[config.mk]
export PLATFORM = sky130hd
export DESIGN_NAME = sc_jug_shiftctrl_flat
export DESIGN_NICKNAME = d
export VERILOG_FILES = /design/src/rtl/sc_jug_pkg.sv /design/src/rtl/sc_jug_shiftctrl_if.sv /design/src/rtl/sc_jug_btnsync.sv /design/src/rtl/sc_jug_shiftctrl.sv /design/src/flat_wrapper.sv
export SDC_FILE = /design/constraint.sdc
export NUM_CORES = 1
export LEC_CHECK = 0
export ABC_AREA = 1
export CORE_ASPECT_RATIO = 1.2
export CORE_MARGIN = 2
export CORE_UTILIZATION = 54
export CTS_BUF_LIST = sky130_fd_sc_hd__clkbuf_16
export DETAILED_ROUTE_END_ITERATION = 8
export HOLD_SLACK_MARGIN = 0.12
export PLACE_DENSITY = 0.77
export SYNTH_ARGS = -nofsm -noshare
export SYNTH_HDL_FRONTEND = slang
export SYNTH_SLANG_ARGS = --single-unit
[constraint.sdc]
create_clock -name SC_REGJUG_CLOCK_50 -period 1.7 [get_ports SC_REGJUG_CLOCK_50]
set_clock_uncertainty 0.15 [all_clocks]
set_input_delay 0.17 -clock SC_REGJUG_CLOCK_50 [delete_from_list [all_inputs] [get_ports SC_REGJUG_CLOCK_50]]
set_output_delay 0.17 -clock SC_REGJUG_CLOCK_50 [all_outputs]
set_load 0.05 [all_outputs]
[src/rtl/sc_jug_pkg.sv]
// Shared encodings for the player register and its shift controller:
// shift-select commands, button request patterns and FSM state codes.
package sc_jug_pkg;

  localparam logic [1:0] SHIFT_HOLD  = 2'b00;
  localparam logic [1:0] SHIFT_LEFT  = 2'b01;
  localparam logic [1:0] SHIFT_RIGHT = 2'b10;

  // req = {left pressed, right pressed}
  localparam logic [1:0] REQ_LEFT  = 2'b10;
  localparam logic [1:0] REQ_RIGHT = 2'b01;

  localparam logic [2:0] IDLE     = 3'd0;
  localparam logic [2:0] DEBOUNCE = 3'd1;
  localparam logic [2:0] FIRE     = 3'd2;
  localparam logic [2:0] DELAY    = 3'd3;
  localparam logic [2:0] FIRE_R   = 3'd4;
  localparam logic [2:0] REPEAT   = 3'd5;

  function automatic logic [1:0] req_to_cmd(
    input logic [1:0] r
  );
    return (r == REQ_LEFT) ? SHIFT_LEFT : SHIFT_RIGHT;
  endfunction

endpackage

[src/rtl/sc_jug_shiftctrl_if.sv]
// Button/position inputs and shift-command outputs of the controller.
// slave: controller side; master: board/player-register side.
interface sc_jug_shiftctrl_if #(
  parameter int DW = 8
);
  logic          SC_JUGCTRL_left_InLow;
  logic          SC_JUGCTRL_right_InLow;
  logic          SC_JUGCTRL_enable_InHigh;
  logic [DW-1:0] SC_JUGCTRL_position_InBUS;
  logic [1:0]    SC_JUGCTRL_shiftselection_OutBUS;
  logic          SC_JUGCTRL_busy_OutHigh;

  modport slave (
    input  SC_JUGCTRL_left_InLow,
    input  SC_JUGCTRL_right_InLow,
    input  SC_JUGCTRL_enable_InHigh,
    input  SC_JUGCTRL_position_InBUS,
    output SC_JUGCTRL_shiftselection_OutBUS,
    output SC_JUGCTRL_busy_OutHigh
  );

  modport master (
    output SC_JUGCTRL_left_InLow,
    output SC_JUGCTRL_right_InLow,
    output SC_JUGCTRL_enable_InHigh,
    output SC_JUGCTRL_position_InBUS,
    input  SC_JUGCTRL_shiftselection_OutBUS,
    input  SC_JUGCTRL_busy_OutHigh
  );
endinterface

[src/rtl/sc_jug_btnsync.sv]
// Two-flop synchroniser for W raw button pins; flops reset to 1
// (released) so no press is seen while coming out of reset.
module sc_jug_btnsync #(
  parameter int W = 2
) (
  input  logic         SC_REGJUG_CLOCK_50,
  input  logic         SC_REGJUG_RESET_InHigh,
  input  logic [W-1:0] btn_raw,
  output logic [W-1:0] btn_sync
);

  logic [W-1:0] meta_q;
  logic [W-1:0] sync_q;

  always_ff @(posedge SC_REGJUG_CLOCK_50 or
              posedge SC_REGJUG_RESET_InHigh) begin
    if (SC_REGJUG_RESET_InHigh) begin
      meta_q <= '1;
      sync_q <= '1;
    end else begin
      meta_q <= btn_raw;
      sync_q <= meta_q;
    end
  end

  assign btn_sync = sync_q;

endmodule

[src/rtl/sc_jug_shiftctrl.sv]
// Turns left/right push-buttons into one-cycle shift commands with
// debounce, hold-to-repeat and playfield-edge blocking.
// Ports: clock, async active-high reset, bus (sc_jug_shiftctrl_if.slave).
// Build option SC_JUGCTRL_WRAP_EN: drop edge blocking (rotate wraps).
module sc_jug_shiftctrl
  import sc_jug_pkg::*;
#(
  parameter int JUGCTRL_DATAWIDTH       = 8,
  parameter int JUGCTRL_DEBOUNCE_CYCLES = 500000,
  parameter int JUGCTRL_REPEAT_DELAY    = 25000000,
  parameter int JUGCTRL_REPEAT_PERIOD   = 7500000,
  parameter int JUGCTRL_CNTWIDTH        = 25
) (
  input logic SC_REGJUG_CLOCK_50,
  input logic SC_REGJUG_RESET_InHigh,
  sc_jug_shiftctrl_if.slave bus
);

  localparam int CW = JUGCTRL_CNTWIDTH;
  localparam int MSB = JUGCTRL_DATAWIDTH - 1;

  localparam logic [CW-1:0] CNT_ONE = CW'(1);
  localparam logic [CW-1:0] DB_END  =
    CW'(JUGCTRL_DEBOUNCE_CYCLES);
  localparam logic [CW-1:0] RD_END  =
    CW'(JUGCTRL_REPEAT_DELAY - 1);
  localparam logic [CW-1:0] RP_END  =
    CW'(JUGCTRL_REPEAT_PERIOD - 1);

  logic [1:0]    btn_sync;
  logic [1:0]    req;
  logic          req_one;
  logic [2:0]    st_q, st_d;
  logic [1:0]    dir_q, dir_d;
  logic [CW-1:0] cnt_q, cnt_d;
  logic [1:0]    sel_q, sel_d;
  logic [1:0]    dir_cmd;
  logic [1:0]    fire_cmd;

  sc_jug_btnsync #(
    .W (2)
  ) u_sync (
    .SC_REGJUG_CLOCK_50     (SC_REGJUG_CLOCK_50),
    .SC_REGJUG_RESET_InHigh (SC_REGJUG_RESET_InHigh),
    .btn_raw  ({bus.SC_JUGCTRL_left_InLow,
                bus.SC_JUGCTRL_right_InLow}),
    .btn_sync (btn_sync)
  );

  assign req     = ~btn_sync;
  // Exactly one button: both-pressed counts as no request.
  assign req_one = ^req;
  assign dir_cmd = req_to_cmd(dir_q);

`ifdef SC_JUGCTRL_WRAP_EN
  assign fire_cmd = dir_cmd;
`else
  logic blk;
  // An empty register (all zero) has neither edge bit set.
  assign blk =
    ((dir_cmd == SHIFT_LEFT) &&
     bus.SC_JUGCTRL_position_InBUS[MSB]) ||
    ((dir_cmd == SHIFT_RIGHT) &&
     bus.SC_JUGCTRL_position_InBUS[0]);
  assign fire_cmd = blk ? SHIFT_HOLD : dir_cmd;
`endif

  always_comb begin
    st_d  = st_q;
    dir_d = dir_q;
    cnt_d = cnt_q;
    sel_d = SHIFT_HOLD;
    if (!bus.SC_JUGCTRL_enable_InHigh) begin
      st_d  = IDLE;
      cnt_d = '0;
    end else begin
      unique case (st_q)
        IDLE: begin
          cnt_d = '0;
          if (req_one) begin
            dir_d = req;
            st_d  = DEBOUNCE;
            cnt_d = CNT_ONE;
          end
        end
        DEBOUNCE: begin
          if (req != dir_q) begin
            st_d  = IDLE;
            cnt_d = '0;
          end else if (cnt_q == DB_END) begin
            st_d = FIRE;
          end else begin
            cnt_d = cnt_q + CNT_ONE;
          end
        end
        FIRE: begin
          sel_d = fire_cmd;
          st_d  = DELAY;
          cnt_d = '0;
        end
        DELAY: begin
          if (req != dir_q) begin
            st_d  = IDLE;
            cnt_d = '0;
          end else if (cnt_q == RD_END) begin
            st_d = FIRE_R;
          end else begin
            cnt_d = cnt_q + CNT_ONE;
          end
        end
        FIRE_R: begin
          sel_d = fire_cmd;
          st_d  = REPEAT;
          cnt_d = '0;
        end
        REPEAT: begin
          if (req != dir_q) begin
            st_d  = IDLE;
            cnt_d = '0;
          end else if (cnt_q == RP_END) begin
            st_d = FIRE_R;
          end else begin
            cnt_d = cnt_q + CNT_ONE;
          end
        end
        default: begin
          st_d  = IDLE;
          cnt_d = '0;
        end
      endcase
    end
  end

  always_ff @(posedge SC_REGJUG_CLOCK_50 or
              posedge SC_REGJUG_RESET_InHigh) begin
    if (SC_REGJUG_RESET_InHigh) begin
      st_q  <= IDLE;
      dir_q <= '0;
      cnt_q <= '0;
      sel_q <= SHIFT_HOLD;
    end else begin
      st_q  <= st_d;
      dir_q <= dir_d;
      cnt_q <= cnt_d;
      sel_q <= sel_d;
    end
  end

  assign bus.SC_JUGCTRL_shiftselection_OutBUS = sel_q;
  assign bus.SC_JUGCTRL_busy_OutHigh = (st_q != IDLE);

endmodule

[src/flat_wrapper.sv]
// flat-port wrapper written by rule: the top's interface ports become plain ports
module sc_jug_shiftctrl_flat import sc_jug_pkg::*;
#(
  parameter int JUGCTRL_DATAWIDTH       = 8,
  parameter int JUGCTRL_DEBOUNCE_CYCLES = 500000,
  parameter int JUGCTRL_REPEAT_DELAY    = 25000000,
  parameter int JUGCTRL_REPEAT_PERIOD   = 7500000,
  parameter int JUGCTRL_CNTWIDTH        = 25
)
  (SC_REGJUG_CLOCK_50, SC_REGJUG_RESET_InHigh, bus_SC_JUGCTRL_left_InLow, bus_SC_JUGCTRL_right_InLow, bus_SC_JUGCTRL_enable_InHigh, bus_SC_JUGCTRL_position_InBUS, bus_SC_JUGCTRL_shiftselection_OutBUS, bus_SC_JUGCTRL_busy_OutHigh);
  sc_jug_shiftctrl_if #(.DW(8)) bus_i ();
  input logic SC_REGJUG_CLOCK_50;
  input logic SC_REGJUG_RESET_InHigh;
  input wire logic [$bits(bus_i.SC_JUGCTRL_left_InLow)-1:0] bus_SC_JUGCTRL_left_InLow;
  input wire logic [$bits(bus_i.SC_JUGCTRL_right_InLow)-1:0] bus_SC_JUGCTRL_right_InLow;
  input wire logic [$bits(bus_i.SC_JUGCTRL_enable_InHigh)-1:0] bus_SC_JUGCTRL_enable_InHigh;
  input wire logic [$bits(bus_i.SC_JUGCTRL_position_InBUS)-1:0] bus_SC_JUGCTRL_position_InBUS;
  output wire logic [$bits(bus_i.SC_JUGCTRL_shiftselection_OutBUS)-1:0] bus_SC_JUGCTRL_shiftselection_OutBUS;
  output wire logic [$bits(bus_i.SC_JUGCTRL_busy_OutHigh)-1:0] bus_SC_JUGCTRL_busy_OutHigh;
  assign bus_i.SC_JUGCTRL_left_InLow = bus_SC_JUGCTRL_left_InLow;
  assign bus_i.SC_JUGCTRL_right_InLow = bus_SC_JUGCTRL_right_InLow;
  assign bus_i.SC_JUGCTRL_enable_InHigh = bus_SC_JUGCTRL_enable_InHigh;
  assign bus_i.SC_JUGCTRL_position_InBUS = bus_SC_JUGCTRL_position_InBUS;
  assign bus_SC_JUGCTRL_shiftselection_OutBUS = bus_i.SC_JUGCTRL_shiftselection_OutBUS;
  assign bus_SC_JUGCTRL_busy_OutHigh = bus_i.SC_JUGCTRL_busy_OutHigh;
  sc_jug_shiftctrl #(.JUGCTRL_DATAWIDTH(JUGCTRL_DATAWIDTH), .JUGCTRL_DEBOUNCE_CYCLES(JUGCTRL_DEBOUNCE_CYCLES), .JUGCTRL_REPEAT_DELAY(JUGCTRL_REPEAT_DELAY), .JUGCTRL_REPEAT_PERIOD(JUGCTRL_REPEAT_PERIOD), .JUGCTRL_CNTWIDTH(JUGCTRL_CNTWIDTH)) u_core (.SC_REGJUG_CLOCK_50(SC_REGJUG_CLOCK_50), .SC_REGJUG_RESET_InHigh(SC_REGJUG_RESET_InHigh), .bus(bus_i));
endmodule
==> results.txt, run 1 <==
----------------------------------------------------
[Detailed routing]
  DRT Wirelength ... roughly 7.1 mm
  Vias after detailed routing ... ~2600
  Number of optimization iterations in the first detailed-route pass ... 5
  Antenna-violating nets left ... 0
  Routed wirelength normalized by instance count ... ~15 um
  Initial DRC Count ... 237
  Ratio of routed vias to standard cells ... about 5.4
  Post-route DRC ... 0

[Logic synthesis]
  Synthesized instance count ... around 370
  Share of the synthesized area in the top cell type ... 32.0%
  Area contributors post-synth ... sky130_fd_sc_hd__dfrtp_1 32%, sky130_fd_sc_hd__nand2_1 15%, sky130_fd_sc_hd__nor2_1 9.6%, sky130_fd_sc_hd__nand3_1 6.6%, sky130_fd_sc_hd__inv_1 6.5%
  Nets in the synthesized netlist ... slightly below 400
  Number of different library cells in the post-synthesis netlist ... 33
  Mapped cell area ... between 0.002 and 0.0025 mm^2
  Total of warnings raised by yosys ... 0
  Proportion of synthesized chip area in sequential cells ... a little over a third
  Most area-hungry cell type in the Yosys netlist ... sky130_fd_sc_hd__dfrtp_1
  #FFs+latches synth ... 36
  Average size of a mapped cell ... 6.74 um^2

[Clock network]
  Maximum number of buffers from clock root to sink ... 2
  Total number of clock tree sinks ... 36
  Num CTS Buffers ... 5
  CTS tree ... yes
  Count of H-tree levels built during CTS ... 2
  Clock tree root driver cell ... sky130_fd_sc_hd__clkbuf_16
  Worst skew pair latency ... 0.28 ns
  Clock-pin slew on the worst setup and hold paths ... 0.06 ns

[Global route]
  First-pass GRT wire length ... 10.8 mm
  Pin count of the biggest net entering global routing ... 37
  Number of antenna violations at the first check in global routing ... 0
  GRT Resource Usage Total ... 27.1%
  Via count of the first global-routing pass ... 2470
  Global route total overflow ... 0

[Timing]
  Period utilisation layout ... 107%
  Final setup violating endpoints ... 21
  Max Slew Vio Count ... 0
  Unrepaired setup endpoints after global routing ... true
  Minimum hold slack ... about 0.14 ns
  Slew @ Worst Pin ... 0.311 ns
  Headroom to the max-slew limit ... 79.2%
  Setup TNS ... -1.74 ns
  Final number of hold-violating endpoints ... 0
  Highest Clock Rate ... approximately 550 MHz
  Final worst-path setup slack ... -0.126 ns
  Final worst path period need ... 1.83 ns

[Floorplan]
  CORE AREA ... 0.00453 mm^2
  Number of rows in the core area ... 27
  Die Wd ... 66.1 um
  Die Footprint ... approximately 0.0052 mm^2
  Initial standard-cell utilization of the core ... a little under three fifths
  Num ports ... 16
  Vertical die dimension ... around 79 um

[Job]
  Number of maximum-capacitance violations ... 0

[Finish]
  Fraction of final layout cells with drive strength greater than 1 ... 33.5%
  Number of fill cells ... 314
  Area Overhead vs Synth ... 37.1%
  Final-stage net count ... 438
  Area taken by flip-flops and latches ... ~910 um^2
  Number of antenna cells inserted ... 0
  Total area of multi-input combinational cells ... 0.00165 mm^2
  Final Instance Count excl. Fillers ... around 480

[Critical path]
  Reg-to-reg slack, setup ... -0.13 ns
  Capture instance of the worst register-to-register path ... u_core.cnt_q[0]
  Type of the setup path with the least slack ... flip-flop to flip-flop
  Launching element type of the critical path ... flip-flop
  Startpoint of the worst-slack reg-to-reg timing path ... u_core.cnt_q[0]
  Worst reg-to-reg path cell count ... 10
  Launch point of the critical path ... u_core.cnt_q[0]
  CP Max Fanout ... 5
  Critical Path End Type ... flip-flop
  Maximum single-stage delay on the critical path ... approximately 0.41 ns
  Cell with the largest stage delay on the worst path ... sky130_fd_sc_hd__dfrtp_1
  Data required time at the worst endpoint ... ~1.7 ns
  Sequence of cells on the critical path ... ha_4 > nand2_4 > nor2_4 > nand2_2 > nor2_2 > nand3_1 > nand2_2 > nand2_4 > nand3_1 > nand2_1
  Arrival time of the worst setup path ... 1.84 ns
  Endpoint of the worst setup timing path ... u_core.cnt_q[0]

[Power and ir drop]
  Leak pwr ... 1.59 nW
  Total power ... 0.00292 W
  P per Cell Area ... 851 mW/mm^2
  VDD IR max ... approximately 0.00067 V

[Placement]
  Post-detailed-placement half-perimeter wirelength ... 4.68 mm
  Count of input and output buffers ... 9
  Final weighted congestion in routability-driven placement ... between 0.9 and 1
  Pre-CTS worst setup slack ... -0.110 ns
  # placed instances ... ~470

[Run status]
  Outcome ... finished with violations
  Violated checks ... negative setup slack

[Min path]
  Worst Hold Launch ... bus_SC_JUGCTRL_left_InLow
  Class of the tightest hold or removal check ... primary input to flip-flop

----------------------------------------------------
==> synthesized netlist by cell type <==
library cell	count
sky130_fd_sc_hd__o21ai_2	1
sky130_fd_sc_hd__nor2_4	2
sky130_fd_sc_hd__inv_2	7
sky130_fd_sc_hd__nand3_2	2
sky130_fd_sc_hd__dfrtp_1	32
sky130_fd_sc_hd__inv_4	1
sky130_fd_sc_hd__nor3_4	2
sky130_fd_sc_hd__nor2_8	2
sky130_fd_sc_hd__clkbuf_2	1
sky130_fd_sc_hd__xor2_1	7
sky130_fd_sc_hd__nand2_4	1
sky130_fd_sc_hd__ha_1	2
sky130_fd_sc_hd__nand2_2	4
sky130_fd_sc_hd__o21ai_1	3
sky130_fd_sc_hd__nor3_1	6
sky130_fd_sc_hd__inv_1	43
sky130_fd_sc_hd__dfstp_2	4
sky130_fd_sc_hd__o21ai_0	6
sky130_fd_sc_hd__a31oi_1	1
sky130_fd_sc_hd__or2_0	1
sky130_fd_sc_hd__nor3_2	1
sky130_fd_sc_hd__nor2_2	12
sky130_fd_sc_hd__a211oi_1	1
sky130_fd_sc_hd__a21oi_2	1
sky130_fd_sc_hd__nand4_1	10
sky130_fd_sc_hd__nand3b_1	1
sky130_fd_sc_hd__nor4_1	3
sky130_fd_sc_hd__nand3_1	33
sky130_fd_sc_hd__nand2_1	103
sky130_fd_sc_hd__nor2_1	64
sky130_fd_sc_hd__o21a_1	1
sky130_fd_sc_hd__buf_6	1
sky130_fd_sc_hd__a21oi_1	12
==> registers in the layout (all words and copies together), names as in the netlist <==
register	count
u_core.dir_q	2
u_core.bus.SC_JUGCTRL_shiftselection_OutBUS	2
u_core.u_sync.btn_sync	2
u_core.cnt_q	25
u_core.st_q	3
u_core.u_sync.meta_q	2
==> placed cells by master, fill, tap and decap left out, drive strengths merged <==
master / n
o21ai: 10
nor2: 80
buf: 39
o21a: 1
nand3: 35
clkbuf: 5
nand4: 10
or2: 1
dlygate4sd3: 1
nand3b: 1
nor3: 9
nor4: 3
clkdlybuf4s50: 6
bufinv: 1
nand2: 108
a21oi: 13
a31oi: 1
dfrtp: 32
clkinv: 1
xor2: 7
clkinvlp: 1
a211oi: 1
inv: 52
ha: 2
dfstp: 4
==> kinds of logic after synthesis <==
group / Yosys count / share of synthesized area (%)
xor gates and xnor gates: 7 / 2.45
buffers and inverters: 53 / 8.41
adders and majority gates: 2 / 1.00
and+or+nand+nor: 247 / 46.1
AOI/OAI and AO/OA: 26 / 5.76
DFF: 36 / 36.2
==> worst min path at each step <==
stage,to,slack [ns],cells past startpoint
finish,u_core.u_sync.meta_q[1],0.14,1
global route,u_core.u_sync.meta_q[1],0.14,1
CTS,u_core.u_sync.meta_q[0],0.14,1
detailed placement,u_core.u_sync.btn_sync[0],0.20,0
global placement,u_core.u_sync.btn_sync[0],0.20,0
floorplan,u_core.u_sync.meta_q[0],0.02,0
==> where the power goes <==
group | leakage (nW) | total, W | internal [W] | switching [W]
registers | 0.477 | 0.000985 | 0.000919 | 0.0000664
clock network | 0.0798 | 0.00105 | 0.000689 | 0.000364
logic | 1.04 | 0.000879 | 0.000355 | 0.000525
==> worst max-delay path: cells and delay by family, from the launching register on <==
kind	cells	cell delay [ns]
adders and majority gates	1	0.17
DFF	1	0.41
and+or+nand+nor	9	0.98
==> timing repair <==
item                                    CTS  global route
buffers inserted                          2             5
hold buffers                              1             0
hold endpoints to repair                 32             0
gates resized for setup                  36            47
pin swaps                                14            25
endpoints found under the setup margin   20            29
gates cloned                              1             0
==> metal layers <==
layer,vias to the layer above,wire (um),track usage [%]
li1,1278,-,-
met1,1233,2740,30.8
met2,93,3780,47.7
met3,21,324,5.16
met4,0,224,12.7
met5,-,0,0
==> layout make-up <==
cell class | instances | share of cell area (%)
clock buffer | 5 | 3.65
timing repair inverter | 1 | 0.256
sequential | 36 | 26.5
tap | 58 | 2.12
inverter | 51 | 5.88
timing repair buffer | 46 | 12.1
clock inverter | 3 | 1.24
multi-input combinational | 282 | 48.2
==> per-stage QoR <==
step / area [um^2] / utilization, %
floorplan: 2500 / -
global placement: 2880 / 63.7
detailed placement: 2880 / 63.7
CTS: 3210 / 70.8
global route: 3430 / 75.7
finish: 3430 / 75.7
No activity file was read; power rests on OpenSTA's default activity.
==> run 2: changes to the inputs <==
--- a/config.mk
+++ b/config.mk
@@ -6,9 +6,11 @@
 export NUM_CORES = 1
 export LEC_CHECK = 0
 export ABC_AREA = 1
+export CELL_PAD_IN_SITES_DETAIL_PLACEMENT = 0
+export CELL_PAD_IN_SITES_GLOBAL_PLACEMENT = 1
 export CORE_ASPECT_RATIO = 1.2
 export CORE_MARGIN = 2
-export CORE_UTILIZATION = 54
+export CORE_UTILIZATION = 39
 export CTS_BUF_LIST = sky130_fd_sc_hd__clkbuf_16
 export DETAILED_ROUTE_END_ITERATION = 8
 export HOLD_SLACK_MARGIN = 0.12
==> run 2 against run 1 <==
Net effect:
- critical path depth unchanged
- largest power group is now combinational logic
- first-iteration DRC count down 46%
- worst setup slack better by 0.037 ns
- total power down 1.8%
- non-clock buffer count up 19
- sequential share of layout area down 1.3 points
- clock power down 16%
- critical path type unchanged
- the flow still finishes with violations (negative setup slack)
==> results.txt, run 2 (same netlist as run 1, synthesis figures left out) <==
----------------------------------------------------
[Finish]
  Area Overhead vs Synth ... 43.5%
  Total area of multi-input combinational cells ... between 0.0015 and 0.002 mm^2
  Largest register FFs ... 25
  Final-stage net count ... approximately 460
  Fraction of final layout cells with drive strength greater than 1 ... 37.9%
  Most used cells in the layout excluding fill and tap cells ... 87 x sky130_fd_sc_hd__nand2_1, 53 x sky130_fd_sc_hd__nor2_1, 48 x sky130_fd_sc_hd__buf_4
  Area taken by flip-flops and latches ... 907 um^2
  Post-route core utilization ... between 50 and 60%
  Final Instance Count excl. Fillers ... between 500 and 600
  Regs by FF count ... u_core.cnt_q: 25 flops, u_core.st_q: 3 flops
  Most common cell after layout, fill and taps aside ... sky130_fd_sc_hd__nand2_1
  Number of fill cells ... 640
  Number of antenna cells inserted ... 0
  Largest register by flop count ... u_core.cnt_q
  Final instance area ... 0.00359 mm^2

[Detailed routing]
  Ratio of routed vias to standard cells ... 4.88
  Antenna-violating nets left ... 0
  Post-route DRC ... 0
  Vias after detailed routing ... ~2600
  Routed wirelength normalized by instance count ... 13.3 um
  Initial DRC Count ... 129
  Number of optimization iterations in the first detailed-route pass ... 4
  DRT Wirelength ... 6.96 mm

[Placement]
  Final weighted congestion in routability-driven placement ... 0.826
  Count of input and output buffers ... 9
  Post-detailed-placement half-perimeter wirelength ... 5.07 mm
  # placed instances ... between 400 and 500
  DP Area ... 0.00297 mm^2

[Timing]
  Headroom to the max-slew limit ... 79.4%
  Period utilisation layout ... 105%
  Unrepaired setup endpoints after global routing ... true
  Final worst path period need ... 1.79 ns
  Final setup violating endpoints ... 20
  Final worst-path setup slack ... -0.0887 ns
  Max Slew Vio Count ... 0
  Minimum hold slack ... 0.145 ns
  Slew @ Worst Pin ... between 0.3 and 0.4 ns
  Final number of hold-violating endpoints ... 0
  Highest Clock Rate ... 559 MHz

[Floorplan]
  Num ports ... 16
  Die Footprint ... 0.00707 mm^2
  Die Wd ... 77.1 um
  Initial standard-cell utilization of the core ... between 40% and 50%
  Vertical die dimension ... 91.7 um
  CORE AREA ... just over 0.006 mm^2
  Number of rows in the core area ... 31

[Clock network]
  Maximum number of buffers from clock root to sink ... 2
  Num CTS Buffers ... 5
  Worst skew pair latency ... approximately 0.28 ns
  CTS tree ... yes
  Total number of clock tree sinks ... 36
  Count of H-tree levels built during CTS ... 2
  Clock-pin slew on the worst setup and hold paths ... 0.06 ns
  Clock tree root driver cell ... sky130_fd_sc_hd__clkbuf_16

[Global route]
  Global route total overflow ... 0
  Pin count of the biggest net entering global routing ... 37
  Via count of the first global-routing pass ... roughly 2500
  Number of antenna violations at the first check in global routing ... 0
  GRT Resource Usage Total ... 20.5%
  First-pass GRT wire length ... between 10 and 15 mm

[Critical path]
  Critical Path End Type ... flip-flop
  Type of the setup path with the least slack ... flip-flop to flip-flop
  CP Max Fanout ... 7
  Arrival time of the worst setup path ... around 1.9 ns
  Launching element type of the critical path ... flip-flop
  Data required time at the worst endpoint ... roughly 1.8 ns

[Power and ir drop]
  P per Cell Area ... 798 mW/mm^2
  Leak pwr ... around 1.7 nW
  Total power ... 0.00287 W
  VDD IR max ... 0.000504 V

[Run status]
  Outcome ... finished with violations
  Violated checks ... negative setup slack

[Job]
  Number of maximum-capacitance violations ... 0

[Min path]
  Class of the tightest hold or removal check ... primary input to flip-flop

----------------------------------------------------
-- run 2: cell types whose count changed in the layout (fill, tap and decap cells not counted), sizes merged --
cell | before | now
clkinv | 1 | 4
inv | 52 | 51
clkinvlp | 1 | 0
bufinv | 1 | 0
buf | 39 | 58
-- run 2: where the power goes --
part,total (W),internal (W),switching [W]
Combinational,0.00101,0.000449,0.000557
Clock,0.000878,0.000532,0.000347
Sequential,0.000980,0.000918,0.0000621
Total,0.00287,0.00190,0.000966
-- run 2: layout make-up --
cell class	instances	share of cell area [%]
clock buffers	5	3.49
clock inverters	3	0.384
inverters	51	5.61
multi-input cells	282	46.7
flip-flops and latches	36	25.3
well taps	82	2.86
repair buffers	65	15.5
repair inverters	1	0.244
-- run 2: worst paths after layout --
path / cells past startpoint / endpoint / slack, ns / from
setup / recovery: 10 / u_core.cnt_q[1] / -0.09 / u_core.u_sync.btn_sync[1]
hold / removal: 1 / u_core.u_sync.meta_q[0] / 0.14 / bus_SC_JUGCTRL_right_InLow
setup reg to reg: 10 / u_core.cnt_q[1] / -0.09 / u_core.u_sync.btn_sync[1]
hold reg to reg: 0 / u_core.u_sync.btn_sync[0] / 0.20 / u_core.u_sync.meta_q[0]
max in group asynchronous: 4 / u_core.u_sync.meta_q[0] / 0.52 / SC_REGJUG_RESET_InHigh
min in group asynchronous: 4 / u_core.dir_q[1] / 0.64 / SC_REGJUG_RESET_InHigh
-- run 2: stage by stage --
step / TNS, ns / setup slack (ns)
finish: -0.752 / -0.0887
global route: -3.37 / -0.201
CTS: -0.439 / -0.0427
detailed placement: -1.33 / -0.0893
global placement: -0.909 / -0.0807
floorplan: 0 / 0.0519
-- run 2: repair_timing --
action / in CTS / in global routing
cloned: 0 / 1
buffers inserted: 5 / 12
setup endpoints to repair: 26 / 31
pin swaps: 17 / 31
endpoints found under the hold margin: 32 / 0
gates resized for setup: 41 / 55
hold buffers: 1 / 0
-- run 2: critical path: stages, from the launching register on --
cell and delay (ns):
sky130_fd_sc_hd__dfstp_2 0.53, sky130_fd_sc_hd__inv_2 0.03, sky130_fd_sc_hd__nand2_2 0.07, sky130_fd_sc_hd__nand2_4 0.07
sky130_fd_sc_hd__nor2_8 0.16, sky130_fd_sc_hd__o21ai_4 0.10, sky130_fd_sc_hd__nor2_8 0.23, sky130_fd_sc_hd__inv_8 0.08
sky130_fd_sc_hd__nor2_1 0.14, sky130_fd_sc_hd__nand3_2 0.09, sky130_fd_sc_hd__nand2_1 0.07
-- run 2: per-layer routing --
metal	vias up	global-route usage (%)	share of wire [%]
met2	34	36.7	53
li1	1313	-	-
met1	1200	24.9	43
met3	14	2.95	2.2
met5	-	0	0
met4	0	7.74	2.2
